## config.mk

```make
export PLATFORM = sky130hd
export DESIGN_NAME = trigger_frame_writer
export DESIGN_NICKNAME = d
export VERILOG_FILES = /design/src/rtl/trigger_frame_writer.sv
export SDC_FILE = /design/constraint.sdc
export NUM_CORES = 1
export LEC_CHECK = 0
export CAP_MARGIN = 5
export CORE_MARGIN = 4
export CORE_UTILIZATION = 40
export CTS_CLUSTER_DIAMETER = 100
export DETAILED_ROUTE_END_ITERATION = 7
export DONT_BUFFER_PORTS = 1
export PLACE_DENSITY_LB_ADDON = 0.05
export SETUP_SLACK_MARGIN = 0.3
export SYNTH_ARGS = -nofsm -noshare
export SYNTH_HDL_FRONTEND = slang
export SYNTH_SLANG_ARGS = --single-unit
```

## constraint.sdc

```tcl
create_clock -name ACLK -period 39.3 [get_ports ACLK]
set_clock_uncertainty 0.2 [all_clocks]
set_input_delay 7.86 -clock ACLK [delete_from_list [all_inputs] [get_ports ACLK]]
set_output_delay 7.86 -clock ACLK [all_outputs]
set_load 0.005 [all_outputs]
```

## src/rtl/trigger_frame_writer.sv

```systemverilog
// -----------------------------------------------------------------------------
// trigger_frame_writer
//
// Self-triggering front end between the ADC AXI-Stream output and the two
// FIFOs read by the dataframe generator. Every accepted ADC word is compared
// sample-by-sample against a signed threshold. Contiguous runs of triggered
// words are written to the ADC data FIFO. One combined header/footer entry is
// then written to the HF FIFO for each frame. The frame's last ADC write
// always comes no later than its HF write.
//
// The trigger decision is made on the word present at the input. The output
// registers act as the stage-0 capture of word, strobe, timestamp and running
// maximum. As a result, a word at the input in cycle t appears on the FIFO
// write port in cycle t+1.
//
// Ports
//   ACLK, ARESET        clock, synchronous active-high reset
//   CH_ID               channel id placed in the header (quasi-static)
//   THRESHOLD           signed trigger threshold (quasi-static)
//   S_AXIS_*            ADC word stream; TREADY is 0 in reset, 1 otherwise
//   ADC_FIFO_*          ADC data FIFO write port and its full/prog-full flags
//   HF_FIFO_*           header/footer FIFO write port and its full flag
//   DROP_CNT            saturating count of trigger runs dropped for space
//   FRAME_WRITER_ERROR  sticky overflow error (cleared only by ARESET)
// -----------------------------------------------------------------------------
module trigger_frame_writer #(
    parameter int         TDATA_WIDTH        = 128,
    parameter int         SAMPLE_WIDTH       = 16,
    parameter int         FRAME_LENGTH_WIDTH = 12,
    parameter int         MAX_FRAME_LEN      = 256,
    parameter logic [7:0] HEADER_ID          = 8'hAA,
    parameter logic [7:0] FOOTER_ID          = 8'h55
) (
    input  logic                           ACLK,
    input  logic                           ARESET,
    input  logic [7:0]                     CH_ID,
    input  logic signed [SAMPLE_WIDTH-1:0] THRESHOLD,
    input  logic                           S_AXIS_TVALID,
    input  logic [TDATA_WIDTH-1:0]         S_AXIS_TDATA,
    output logic                           S_AXIS_TREADY,
    input  logic                           ADC_FIFO_FULL,
    input  logic                           ADC_FIFO_PROG_FULL,
    output logic                           ADC_FIFO_WR_EN,
    output logic [TDATA_WIDTH-1:0]         ADC_FIFO_DIN,
    input  logic                           HF_FIFO_FULL,
    output logic                           HF_FIFO_WR_EN,
    output logic [191:0]                   HF_FIFO_DIN,
    output logic [15:0]                    DROP_CNT,
    output logic                           FRAME_WRITER_ERROR
);

    localparam int NUM_SAMPLES = TDATA_WIDTH / SAMPLE_WIDTH;

    localparam logic [1:0] ST_IDLE  = 2'd0;
    localparam logic [1:0] ST_ACQ   = 2'd1;
    localparam logic [1:0] ST_DROP  = 2'd2;
    localparam logic [1:0] ST_ERROR = 2'd3;

    localparam logic [FRAME_LENGTH_WIDTH-1:0] LEN_ONE = FRAME_LENGTH_WIDTH'(1);
    localparam logic [FRAME_LENGTH_WIDTH-1:0] LEN_MAX = FRAME_LENGTH_WIDTH'(MAX_FRAME_LEN);

    // Returns 1 when any sample of the word is signed-greater than the threshold.
    function automatic logic word_trig(input logic [TDATA_WIDTH-1:0] d,
                                       input logic signed [SAMPLE_WIDTH-1:0] thr);
        logic hit;
        hit = 1'b0;
        for (int k = 0; k < NUM_SAMPLES; k++) begin
            hit = hit | ($signed(d[k*SAMPLE_WIDTH +: SAMPLE_WIDTH]) > thr);
        end
        return hit;
    endfunction

    // Returns the largest signed sample contained in the word.
    function automatic logic signed [SAMPLE_WIDTH-1:0] word_max(input logic [TDATA_WIDTH-1:0] d);
        logic signed [SAMPLE_WIDTH-1:0] m;
        logic signed [SAMPLE_WIDTH-1:0] s;
        m = $signed(d[SAMPLE_WIDTH-1:0]);
        for (int k = 1; k < NUM_SAMPLES; k++) begin
            s = $signed(d[k*SAMPLE_WIDTH +: SAMPLE_WIDTH]);
            m = (s > m) ? s : m;
        end
        return m;
    endfunction

    logic [1:0]                     r_state;
    logic [FRAME_LENGTH_WIDTH-1:0]  r_len;
    logic signed [SAMPLE_WIDTH-1:0] r_frame_max;
    logic [47:0]                    r_ts;
    logic [47:0]                    r_ts_start;
    logic [15:0]                    r_seq;
    logic                           r_drop_pending;
    logic [15:0]                    r_drop_cnt;
    logic                           r_err;
    logic                           r_tready;
    logic                           r_adc_we;
    logic [TDATA_WIDTH-1:0]         r_adc_din;
    logic                           r_hf_we;
    logic [191:0]                   r_hf_din;

    logic                           w_trig;
    logic signed [SAMPLE_WIDTH-1:0] w_wmax;
    logic [1:0]                     w_state_nx;
    logic [FRAME_LENGTH_WIDTH-1:0]  w_len_nx;
    logic signed [SAMPLE_WIDTH-1:0] w_max_nx;
    logic [47:0]                    w_ts_start_nx;
    logic                           w_adc_we;
    logic                           w_hf_we;
    logic                           w_trunc;
    logic                           w_drop;
    logic                           w_start;
    logic [191:0]                   w_hf_din;

    // Trigger qualification; a word only counts once it is actually accepted.
    always_comb begin
        w_trig = S_AXIS_TVALID & r_tready & word_trig(S_AXIS_TDATA, THRESHOLD);
        w_wmax = word_max(S_AXIS_TDATA);
    end

    // Frame FSM: decides writes for the word currently on the input.
    always_comb begin
        w_state_nx    = r_state;
        w_len_nx      = r_len;
        w_max_nx      = r_frame_max;
        w_ts_start_nx = r_ts_start;
        w_adc_we      = 1'b0;
        w_hf_we       = 1'b0;
        w_trunc       = 1'b0;
        w_drop        = 1'b0;
        w_start       = 1'b0;
        case (r_state)
            ST_IDLE: begin
                w_start = w_trig;
            end
            ST_ACQ: begin
                if (w_trig && (r_len != LEN_MAX)) begin
                    if (ADC_FIFO_FULL) begin
                        w_state_nx = ST_ERROR;
                    end else begin
                        w_adc_we = 1'b1;
                        w_len_nx = r_len + LEN_ONE;
                        w_max_nx = (w_wmax > r_frame_max) ? w_wmax : r_frame_max;
                    end
                end else begin
                    // Close on a quiet word or on the word after a full frame;
                    // a triggered word after a full frame opens the next one.
                    if (HF_FIFO_FULL) begin
                        w_state_nx = ST_ERROR;
                    end else begin
                        w_hf_we    = 1'b1;
                        w_trunc    = (r_len == LEN_MAX);
                        w_state_nx = ST_IDLE;
                        w_start    = w_trig;
                    end
                end
            end
            ST_DROP: begin
                if (w_trig) begin
                    w_state_nx = ST_DROP;
                end else begin
                    w_state_nx = ST_IDLE;
                end
            end
            ST_ERROR: begin
                w_state_nx = ST_ERROR;
            end
            default: begin
                w_state_nx = ST_IDLE;
            end
        endcase

        // Frame start, shared by IDLE and the back-to-back case after truncation.
        if (w_start) begin
            if (ADC_FIFO_PROG_FULL || HF_FIFO_FULL) begin
                w_state_nx = ST_DROP;
                w_drop     = 1'b1;
            end else if (ADC_FIFO_FULL) begin
                w_state_nx = ST_ERROR;
            end else begin
                w_state_nx    = ST_ACQ;
                w_adc_we      = 1'b1;
                w_len_nx      = LEN_ONE;
                w_max_nx      = w_wmax;
                w_ts_start_nx = r_ts;
            end
        end else begin
            w_drop = 1'b0;
        end
    end

    // Header/footer entry for the frame being closed this cycle.
    always_comb begin
        w_hf_din = {HEADER_ID, CH_ID, r_len, 36'd0,
                    r_ts_start, 16'd0,
                    FOOTER_ID, r_seq,
                    6'd0, r_drop_pending, w_trunc,
                    r_frame_max, 16'd0};
    end

    // State, counters and registered FIFO write ports.
    always_ff @(posedge ACLK) begin
        if (ARESET) begin
            r_state        <= ST_IDLE;
            r_len          <= '0;
            r_frame_max    <= '0;
            r_ts           <= 48'd0;
            r_ts_start     <= 48'd0;
            r_seq          <= 16'd0;
            r_drop_pending <= 1'b0;
            r_drop_cnt     <= 16'd0;
            r_err          <= 1'b0;
            r_tready       <= 1'b0;
            r_adc_we       <= 1'b0;
            r_adc_din      <= '0;
            r_hf_we        <= 1'b0;
            r_hf_din       <= 192'd0;
        end else begin
            r_state     <= w_state_nx;
            r_len       <= w_len_nx;
            r_frame_max <= w_max_nx;
            r_ts        <= r_ts + 48'd1;
            r_ts_start  <= w_ts_start_nx;
            r_tready    <= 1'b1;
            r_err       <= r_err | (w_state_nx == ST_ERROR);
            r_adc_we    <= w_adc_we;
            r_hf_we     <= w_hf_we;
            if (w_adc_we) begin
                r_adc_din <= S_AXIS_TDATA;
            end else begin
                r_adc_din <= r_adc_din;
            end
            if (w_hf_we) begin
                r_hf_din <= w_hf_din;
                r_seq    <= r_seq + 16'd1;
            end else begin
                r_hf_din <= r_hf_din;
                r_seq    <= r_seq;
            end
            // A drop in the same cycle as an HF write re-arms the flag for the next frame.
            if (w_drop) begin
                r_drop_pending <= 1'b1;
            end else if (w_hf_we) begin
                r_drop_pending <= 1'b0;
            end else begin
                r_drop_pending <= r_drop_pending;
            end
            if (w_drop && (r_drop_cnt != 16'hFFFF)) begin
                r_drop_cnt <= r_drop_cnt + 16'd1;
            end else begin
                r_drop_cnt <= r_drop_cnt;
            end
        end
    end

    assign S_AXIS_TREADY      = r_tready;
    assign ADC_FIFO_WR_EN     = r_adc_we;
    assign ADC_FIFO_DIN       = r_adc_din;
    assign HF_FIFO_WR_EN      = r_hf_we;
    assign HF_FIFO_DIN        = r_hf_din;
    assign DROP_CNT           = r_drop_cnt;
    assign FRAME_WRITER_ERROR = r_err;

endmodule
```

=== Word-level counts from Yosys, hierarchy flattened ===
Cells that the tools add are included.

* Bits in registers: 398

* Add/subtract/negate cells: 4
* Magnitude comparators: 16
* Equality and inequality tests: 7
* Muxes and demuxes: 48
* Bitwise logic cells: 12
* Reductions and logical operators: 6

{| class="wikitable"
|+ Operators with widths
! kind !! count
|-
| > comparator 16 bit || 16
|-
| two-way mux 16 bit || 14
|-
| two-way mux 12 bit || 6
|-
| adder 48 x 1 -> 48 bit (second input constant) || 1
|-
| adder 16 x 1 -> 16 bit (second input constant) || 2
|-
| two-way mux 1 bit || 19
|-
| != test 16 bit (second input constant) || 1
|-
| two-way mux 2 bit || 7
|-
| adder 12 x 1 -> 12 bit (second input constant) || 1
|-
| == test 12 x 9 -> 1 bit (second input constant) || 1
|-
| != test 12 x 9 -> 1 bit (second input constant) || 1
|-
| OR 1 bit || 8
|-
| == test 2 bit (second input constant) || 3
|-
| one-hot mux 2 bit (3 select lines) || 1
|-
| AND reduction 3 bit || 1
|-
| AND 1 bit || 2
|-
| == test 2 x 1 -> 1 bit (second input constant) || 1
|-
| logical AND 1 bit || 2
|-
| zero test 2 bit || 1
|-
| NOT 1 bit || 2
|-
| one-hot mux 1 bit (2 select lines) || 1
|-
| nonzero test 2 bit || 1
|-
| logical OR 1 bit || 1
|}

=== Depth between registers and ports, before layout ===
Gate-level depths: netlist of run 1.

* Depth in word-level cells: 22
* Gate-level depth with buffers: 116
* Gate-level depth less buffers: 106

=== Worst setup path before layout of run 1 ===
OpenSTA, ideal clock, no wires.

* Kind: in2reg
* Start: in S_AXIS_TDATA[15]
* End: reg r_frame_max[14]
* Library setup time: 0.086 ns
* Data arrival time: 28.537 ns
* Data required time: 39.014 ns
* Slack: 10.477 ns
* Stages on the path: 111
* Cell sequence: inv_1 -> ha_1 -> nand4_2 -> nor4_2 -> a21bo_2 -> and3_1 -> clkbuf_2 -> nor3_2 -> clkbuf_1 -> mux2i_1 -> ha_1 -> a21o_1 -> a21o_1 -> a21o_1 -> a21o_1 -> a2111oi_0 -> o21ai_0 -> a211o_1 -> [75 not listed] -> ha_1 -> nor2b_1 -> o21ai_0 -> nand2b_1 -> a21oi_1 -> nor2b_1 -> o21ai_0 -> nand2b_1 -> a21oi_1 -> nor2b_1 -> o21ai_0 -> nand2_1 -> a2111oi_0 -> a21oi_1 -> a31oi_1 -> nor2_1 -> clkbuf_1 -> a211oi_1

* Cells in the longest elaborated chain, start to end: 22

{| class="wikitable"
|+ RTL lines
! what !! RTL line !! text
|-
| from (decl) || 39 || <nowiki>input logic [TDATA_WIDTH-1:0] S_AXIS_TDATA,</nowiki>
|-
| > comparator 16 bit || 80 || <nowiki>m = (s > m) ? s : m;</nowiki>
|-
| two-way mux 16 bit || 80 ||
|-
| > comparator 16 bit || 80 ||
|-
| two-way mux 16 bit || 80 ||
|-
| > comparator 16 bit || 80 ||
|-
| two-way mux 16 bit || 80 ||
|-
| > comparator 16 bit || 80 ||
|-
| two-way mux 16 bit || 80 ||
|-
| [6 not listed] || n/a ||
|-
| > comparator 16 bit || 141 || <nowiki>w_max_nx = (w_wmax > r_frame_max) ? w_wmax : r_frame_max;</nowiki>
|-
| two-way mux 16 bit || 141 ||
|-
| two-way mux 16 bit || 136 || <nowiki>if (ADC_FIFO_FULL) begin</nowiki>
|-
| two-way mux 16 bit || 135 || <nowiki>if (w_trig && (r_len != LEN_MAX)) begin</nowiki>
|-
| two-way mux 16 bit || 130 || <nowiki>case (r_state)</nowiki>
|-
| two-way mux 16 bit || 176 || <nowiki>end else if (ADC_FIFO_FULL) begin</nowiki>
|-
| two-way mux 16 bit || 173 || <nowiki>if (ADC_FIFO_PROG_FULL || HF_FIFO_FULL) begin</nowiki>
|-
| two-way mux 16 bit * || 172 || <nowiki>if (w_start) begin</nowiki>
|-
| to (signal assigned) || 219 || <nowiki>r_frame_max <= w_max_nx;</nowiki>
|-
| to (decl) || 87 || <nowiki>logic signed [SAMPLE_WIDTH-1:0] r_frame_max;</nowiki>
|}

Mark *: on every way between the ends. The rest lies on a longest branch, timed or not.
A chain may end at the register's enable or synchronous reset.

=== Final worst setup path of run 1 ===
* Start: in S_AXIS_TDATA[15]
* End: reg r_frame_max[3]

The elaborated chain is that of the path after synthesis.

==> flow_summary.ini, run 1 <==
[run_status]
run_status = completed

[timing]
grt_setup_unrepaired = false
max_slew_vio_count = 0
slew_headroom_pct = 12.5
report.final.hold_viol_count = 0
setup_viol = 0
worst_pin_slew_ns = 1.31
fin_crit_sh_pct = 76.3
setup-tns-final_ns = 0
fmax_ghz = 0.0333
timing.final.crit_period_ns = 29.99

[place]
place_congestion = 0.922
placed_cell_area_sq_um = 23200
dp.final_hpwl_um = 57000
io_buf_count = 0

[synth]
synth_seq_area_share_pct = 34.3
top_cells_by_area_in_the_synthesized_netlist = dfxtp_1, ha_1, nand2_1, a21oi_1, buf_4
synth.top_cells.by_count = nand2_1, a21oi_1, dfxtp_1
synth_flop_cell = dfxtp_1
yosys.area_share.adder_pct = 13.7
number_of_flops_mapped_to_enable_cells_by_yosys = 0
synthesis.area_sq_um = 23000
post-synth-top-count-cell = nand2_1
synth-seq-cells = 394
synth-compound-area-share_pct = 16.2
yosys.area_share.xor_xnor_pct = 2.86
mapped_avg_cell_area_sq_um = 7.80
synth_top_family_by_area = simple AND/OR/NAND/NOR gates
yosys.area_share.simple_pct = 22.2
top_cell_type_s_share_of_synthesized_area_pct = 34.3
synthMuxAreaShare_pct = 3.20
async_flop_share_pct = 0
synth_top_cell_by_area = dfxtp_1
synthDistinctLibCells = 78
netlist_instances = 2947
synthesis.yosys.warnings = 0

[routing]
route.detailed.wl_per_inst_um = 21.1
finalWirelength_um = 77200
detail_route.vias_per_cell = 5.40
dr.pass1.iters = 5
route.antenna.remaining_nets = 0
drc = 0
drt_iter0_markers = 1347
via_count = 19800

[clocking]
max-clock-path-buffers = 3
cts_max_level = 2
cts-root-buf = clkbuf_16
tritoncts = done
ctsResizeCount = 0
tritoncts.num_buffers = 46
cts.repair_timing.setup_buffer_count = 0
worstSkewPairLatency_ns = 0.60
tritoncts_num_sinks = 394
cts_hold_repair.buffers = 0
worst_setup_hold_path_clk_slew_ns = 0.06

[floorplanning]
floorplan.initialDensity_pct = 40.6
die_area_sq_um = 61400
rows = 87
design.portCount = 498
fp.dieW_um = 248
fp.dieH_um = 248
fp.coreArea_sq_um = 56600

[global_route]
grt_max_degree = 393
grt-ovfl-total = 0
grt_pass1_vias = 18800
first_pass_grt_wire_length_um = 115000
globalRouteTotalUtil_pct = 24.0
grt_antenna_before_repair = 2

[power]
vdd_ir_drop_max_uv = 37.9
powerDensity_nw_per_um2 = 52.8
total_leakage_power_nw = 9.84

[flow_run]
maximum_capacitance_violations = 0

[worst_setup_path]
timing_worst_setup_path_type = input port to flip-flop
largest_stage_delay_worst_path_ns = 0.70
cpMaxStageDelayCell = nand2_1
cp_bufs_invs = 8
worst_setup_path_start_kind = input port
critical_path.max_fanout = 49
endpoint_kind = flip-flop
worstPathRequired_ns = 39.57
cp.arrival_ns = 30.26
cp_delay_by_family_top = compound AO/OA/AOI/OAI gates

[finish]
fraction_of_layout_instances_using_a_drive_strength_above_1_pct = 4.79
final_design_area_no_fill_sq_um = 24700
diodes = 0
final_net_count = 3276
synthToLayoutAreaGrowth_pct = 7.50

[worst_hold_path]
worst_hold_path_type = flip-flop to flip-flop
[cell families after synthesis]
logic type	after synthesis
flip-flops	394
XOR/XNOR	75
buffers and inverters	365
AND/OR/NAND/NOR	1146
other	1
multiplexers	72
adder cells (fa/ha/maj)	252
AO/OA/AOI/OAI	642
[layout by cell type (no fill, tap or decap), drive strengths merged, types with 6 or more instances in the layout]
cell	instances
and4	16
o311ai	7
o21ai	87
buf	17
clkbuf	63
nor3	24
o21a	13
nand3	55
nor2b	51
o211ai	7
and2	9
nor4	14
ha	252
a21oi	406
xor2	59
a21o	35
o22ai	7
a31o	7
clkinv	14
xnor2	16
inv	142
or3	11
dfxtp	394
nand2	670
mux2	10
nand4	64
conb	82
or2	7
a211o	6
mux2i	62
a211oi	20
nand2b	42
and3	21
nor2	149
[sequential cells by signal, summed over array words and instances, names as in the netlist, 2 cells and up]
signal and flops:
r_ts 48, DROP_CNT 16, r_len 12, r_state 2
ADC_FIFO_DIN 128, r_ts_start 48, r_frame_max 16, HF_FIFO_DIN 103
r_seq 16
[worst reg2reg max path: cells and delay by family, from the launching register on]
kind            cells  cell delay, ns
simple gates        7            2.18
buf+inv             3            1.66
flops               1            0.39
compound gates      3            0.53
[power breakdown]
part	leakage (nW)	internal, mW	switching (mW)
combinational	5.92	0.185	0.289
sequential	3.18	0.404	0.00431
clock	0.743	0.243	0.180
total	9.84	0.833	0.473
[worst paths after layout]
path | from | end | slack, ns | cells past startpoint
hold / removal | r_ts_start[26]$_SDFFE_PP0P_ | HF_FIFO_DIN[106]$_SDFFE_PP0P_ | 0.25 | 2
setup reg to reg | r_len[3]$_SDFF_PP0_ | ADC_FIFO_DIN[126]$_SDFFE_PP0P_ | 34.27 | 13
setup / recovery | S_AXIS_TDATA[15] | r_frame_max[3]$_SDFF_PP0_ | 9.31 | 105
hold reg to reg | r_ts_start[26]$_SDFFE_PP0P_ | HF_FIFO_DIN[106]$_SDFFE_PP0P_ | 0.25 | 2
[per-stage QoR]
step | worst slack, ns | utilization, % | hold WS [ns] | power [mW] | std cells
finish | 9.31 | 43.7 | 0.249 | 1.31 | 3657
global route | 6.81 | 43.7 | 0.265 | 1.39 | 3657
CTS | 9.63 | 43.7 | 0.251 | 1.31 | 3657
detailed placement | 9.04 | 41.0 | 0.243 | 0.883 | 3574
global placement | 9.55 | 41.0 | 0.235 | 0.873 | 3574
floorplan | 10.48 | - | 0.226 | 0.780 | 3028
[area by class of cell]
cell class | count | area (sq um)
clock buffer | 63 | 1270
fill | 5807 | 31900
inverter | 138 | 519
clock inverter | 20 | 216
timing repair buffer | 17 | 128
sequential | 394 | 7890
multi-input combinational | 2269 | 13800
tap | 756 | 946
[routing by layer]
layer | up-vias | global-route usage, % | share of wire, %
met2 | 600 | 37.2 | 43
met5 | - | 0 | 0
met1 | 9280 | 32.9 | 46
met3 | 101 | 6.74 | 8.3
met4 | 0 | 6.54 | 2.6
li1 | 9776 | - | -
(Power assumes the default switching activity.)
==> run 2, diff against run 1 <==
Clock period 39.3 ns to 28.6 ns, I/O delays scaled along.
==> run 2 against run 1 <==
- cell count is 0.30% higher
- highest routed layer unchanged
- combinational power is 44% higher
- global-route usage is 0.059 points lower
- utilization is 0.32 points higher
- sequential power is 37% higher
- design area is 0.72% higher
- routed wire length is 0.39% higher
- worst hold slack worse by 0.0017 ns
- critical endpoint is now r_frame_max[4]$_SDFF_PP0_
- sequential share of layout area is 0.23 points lower
==> flow_summary.ini, run 2 (synthesis gave the netlist of run 1 again) <==
[run_status]
run_status = completed

[worst_setup_path]
cpMaxStageDelayCell = nor4_1
setup.reg_to_reg.worst_slack_ns = 23.51
endpoint_kind = flip-flop
timing_worst_setup_path_type = input port to flip-flop
cp.arrival_ns = 26.78
reg2reg_depth = 13
cp_common_cell = a21oi_1
crit_reg_reg_startpoint = r_len[3]$_SDFF_PP0_
critical_path.max_fanout = 48
largest_stage_delay_worst_path_ns = 0.56
worst_setup_path_start_kind = input port
worstPathRequired_ns = 28.90
reg2reg_to = ADC_FIFO_DIN[121]$_SDFFE_PP0P_

[timing]
setup-tns-final_ns = 0
slew_headroom_pct = 20.1
setup_viol = 0
report.final.hold_viol_count = 0
worst_pin_slew_ns = 1.19
fmax_ghz = 0.0378
max_slew_vio_count = 0
timing.final.crit_period_ns = 26.48
grt_setup_unrepaired = false
fin_crit_sh_pct = 92.6

[finish]
largest_register_ffs = 128
layout.cells.non_filler = 3668
fill_cells = 5782
final_net_count = 3286
mostFrequentLayoutCells = nand2_1, a21oi_1, dfxtp_1, ha_1, nor2_1
fraction_of_layout_instances_using_a_drive_strength_above_1_pct = 5.29
diodes = 0
commonest_non_fill_non_tap_cell_in_the_layout = nand2_1
synthToLayoutAreaGrowth_pct = 8.27

[place]
place_inst = 3578
io_buf_count = 0
place_congestion = 0.939
dp.final_hpwl_um = 57400

[clocking]
cts_max_level = 2
cts-root-buf = clkbuf_16
tritoncts_num_sinks = 394
worst_setup_hold_path_clk_slew_ns = 0.06
max-clock-path-buffers = 3
tritoncts.num_buffers = 45
cts_hold_repair.buffers = 0
worstSkewPairLatency_ns = 0.58
tritoncts = done

[routing]
route.antenna.remaining_nets = 0
drt_iter0_markers = 1243
via_count = 19900
detail_route.vias_per_cell = 5.43
dr.pass1.iters = 6
finalWirelength_um = 77600
drc = 0
route.detailed.wl_per_inst_um = 21.1

[floorplanning]
design.portCount = 498
die_area_sq_um = 61400
fp.coreArea_sq_um = 56600
floorplan.initialDensity_pct = 40.6
fp.dieW_um = 248
rows = 87
fp.dieH_um = 248

[power]
power.net_switching_uw = 659
comb_power_share_pct = 37.1
total_leakage_power_nw = 9.93
vdd_ir_drop_max_uv = 43.2
intPower_mw = 1.19
clkPwrFrac_pct = 32.5
power.share.sequential_pct = 30.4
powerDensity_nw_per_um2 = 74.0
switching_share_pct = 35.7

[global_route]
grt_max_degree = 393
first_pass_grt_wire_length_um = 114000
grt_antenna_before_repair = 2
grt_pass1_vias = 18800
globalRouteTotalUtil_pct = 24.0
global_route.peak_usage_layer = met2
grt_util_met2_pct = 36.5
grt_use_met3_pct = 6.74
grt-ovfl-total = 0
use_met1_pct = 33.0

[worst_hold_path]
timing.hold.worst_path_depth = 2
worst_hold_path_type = flip-flop to flip-flop
worst_hold_path_endpoint = r_ts_start[11]$_SDFFE_PP0P_
hold_start = r_ts_start[11]$_SDFFE_PP0P_

[flow_run]
maximum_capacitance_violations = 0
==> run 2: critical path, delay by kind of cell <==
family / cells / cell delay, ns
simple gates: 31 / 5.41
mux: 5 / 1.86
fa+ha+maj: 8 / 2.67
buf+inv: 11 / 1.97
compound gates: 45 / 9.09
==> run 2: power groups by stage <==
stage / clock, mW / combinational [mW] / sequential (mW)
2_1_floorplan: 0 / 0.502 / 0.571
3_3_place_gp: 0 / 0.638 / 0.573
3_5_place_dp: 0 / 0.646 / 0.573
4_1_cts: 0.616 / 0.650 / 0.561
5_1_grt: 0.639 / 0.760 / 0.562
6_report: 0.599 / 0.684 / 0.561
==> run 2: how the worst max path moves through the flow <==
stage	start	to	slack, ns	cells after the start
2_1_floorplan	S_AXIS_TDATA[15]	r_frame_max[14]$_SDFF_PP0_	1.92	111
3_3_place_gp	S_AXIS_TDATA[15]	r_frame_max[7]$_SDFF_PP0_	1.59	105
6_report	S_AXIS_TDATA[15]	r_frame_max[4]$_SDFF_PP0_	2.12	100
3_5_place_dp	S_AXIS_TDATA[15]	r_frame_max[2]$_SDFF_PP0_	1.04	106
5_1_grt	S_AXIS_TDATA[15]	r_frame_max[15]$_SDFF_PP0_	0.31	101
4_1_cts	S_AXIS_TDATA[15]	r_frame_max[4]$_SDFF_PP0_	1.62	106
==> run 2: final cells by class <==
cell class                      count  area [sq um]  share of cell area, %
Clock inverter                     21           267                   1.07
Tap cell                          756           946                   3.80
Sequential cell                   394          7890                   31.7
Timing Repair Buffer               28           235                  0.945
Multi-Input combinational cell   2269         13800                   55.3
Clock buffer                       62          1280                   5.14
Inverter                          138           519                   2.09
==> run 2: repair_timing <==
item | CTS | global route
gates resized for setup | 0 | 3
hold endpoints to repair | 0 | 0
setup endpoints to repair | 0 | 16
buffers inserted | 0 | 7
==> run 2: metrics by stage <==
stage	utilization (%)	hold WS (ns)	worst slack (ns)	total power, mW	instance area (sq um)
CTS	43.9	0.248	1.62	1.83	24800
detailed placement	41.1	0.239	1.04	1.22	23300
global placement	41.1	0.239	1.59	1.21	23300
floorplan	-	0.226	1.92	1.07	23300
global route	44.0	0.263	0.314	1.96	24900
finish	44.0	0.247	2.12	1.84	24900
==> run 2: per-layer routing <==
| layer | wire length (um) | vias to the layer above |
|---|---|---|
| met5 | 0 | - |
| met3 | 6590 | 114 |
| met2 | 33300 | 632 |
| met1 | 35300 | 9352 |
| li1 | - | 9801 |
| met4 | 2360 | 0 |
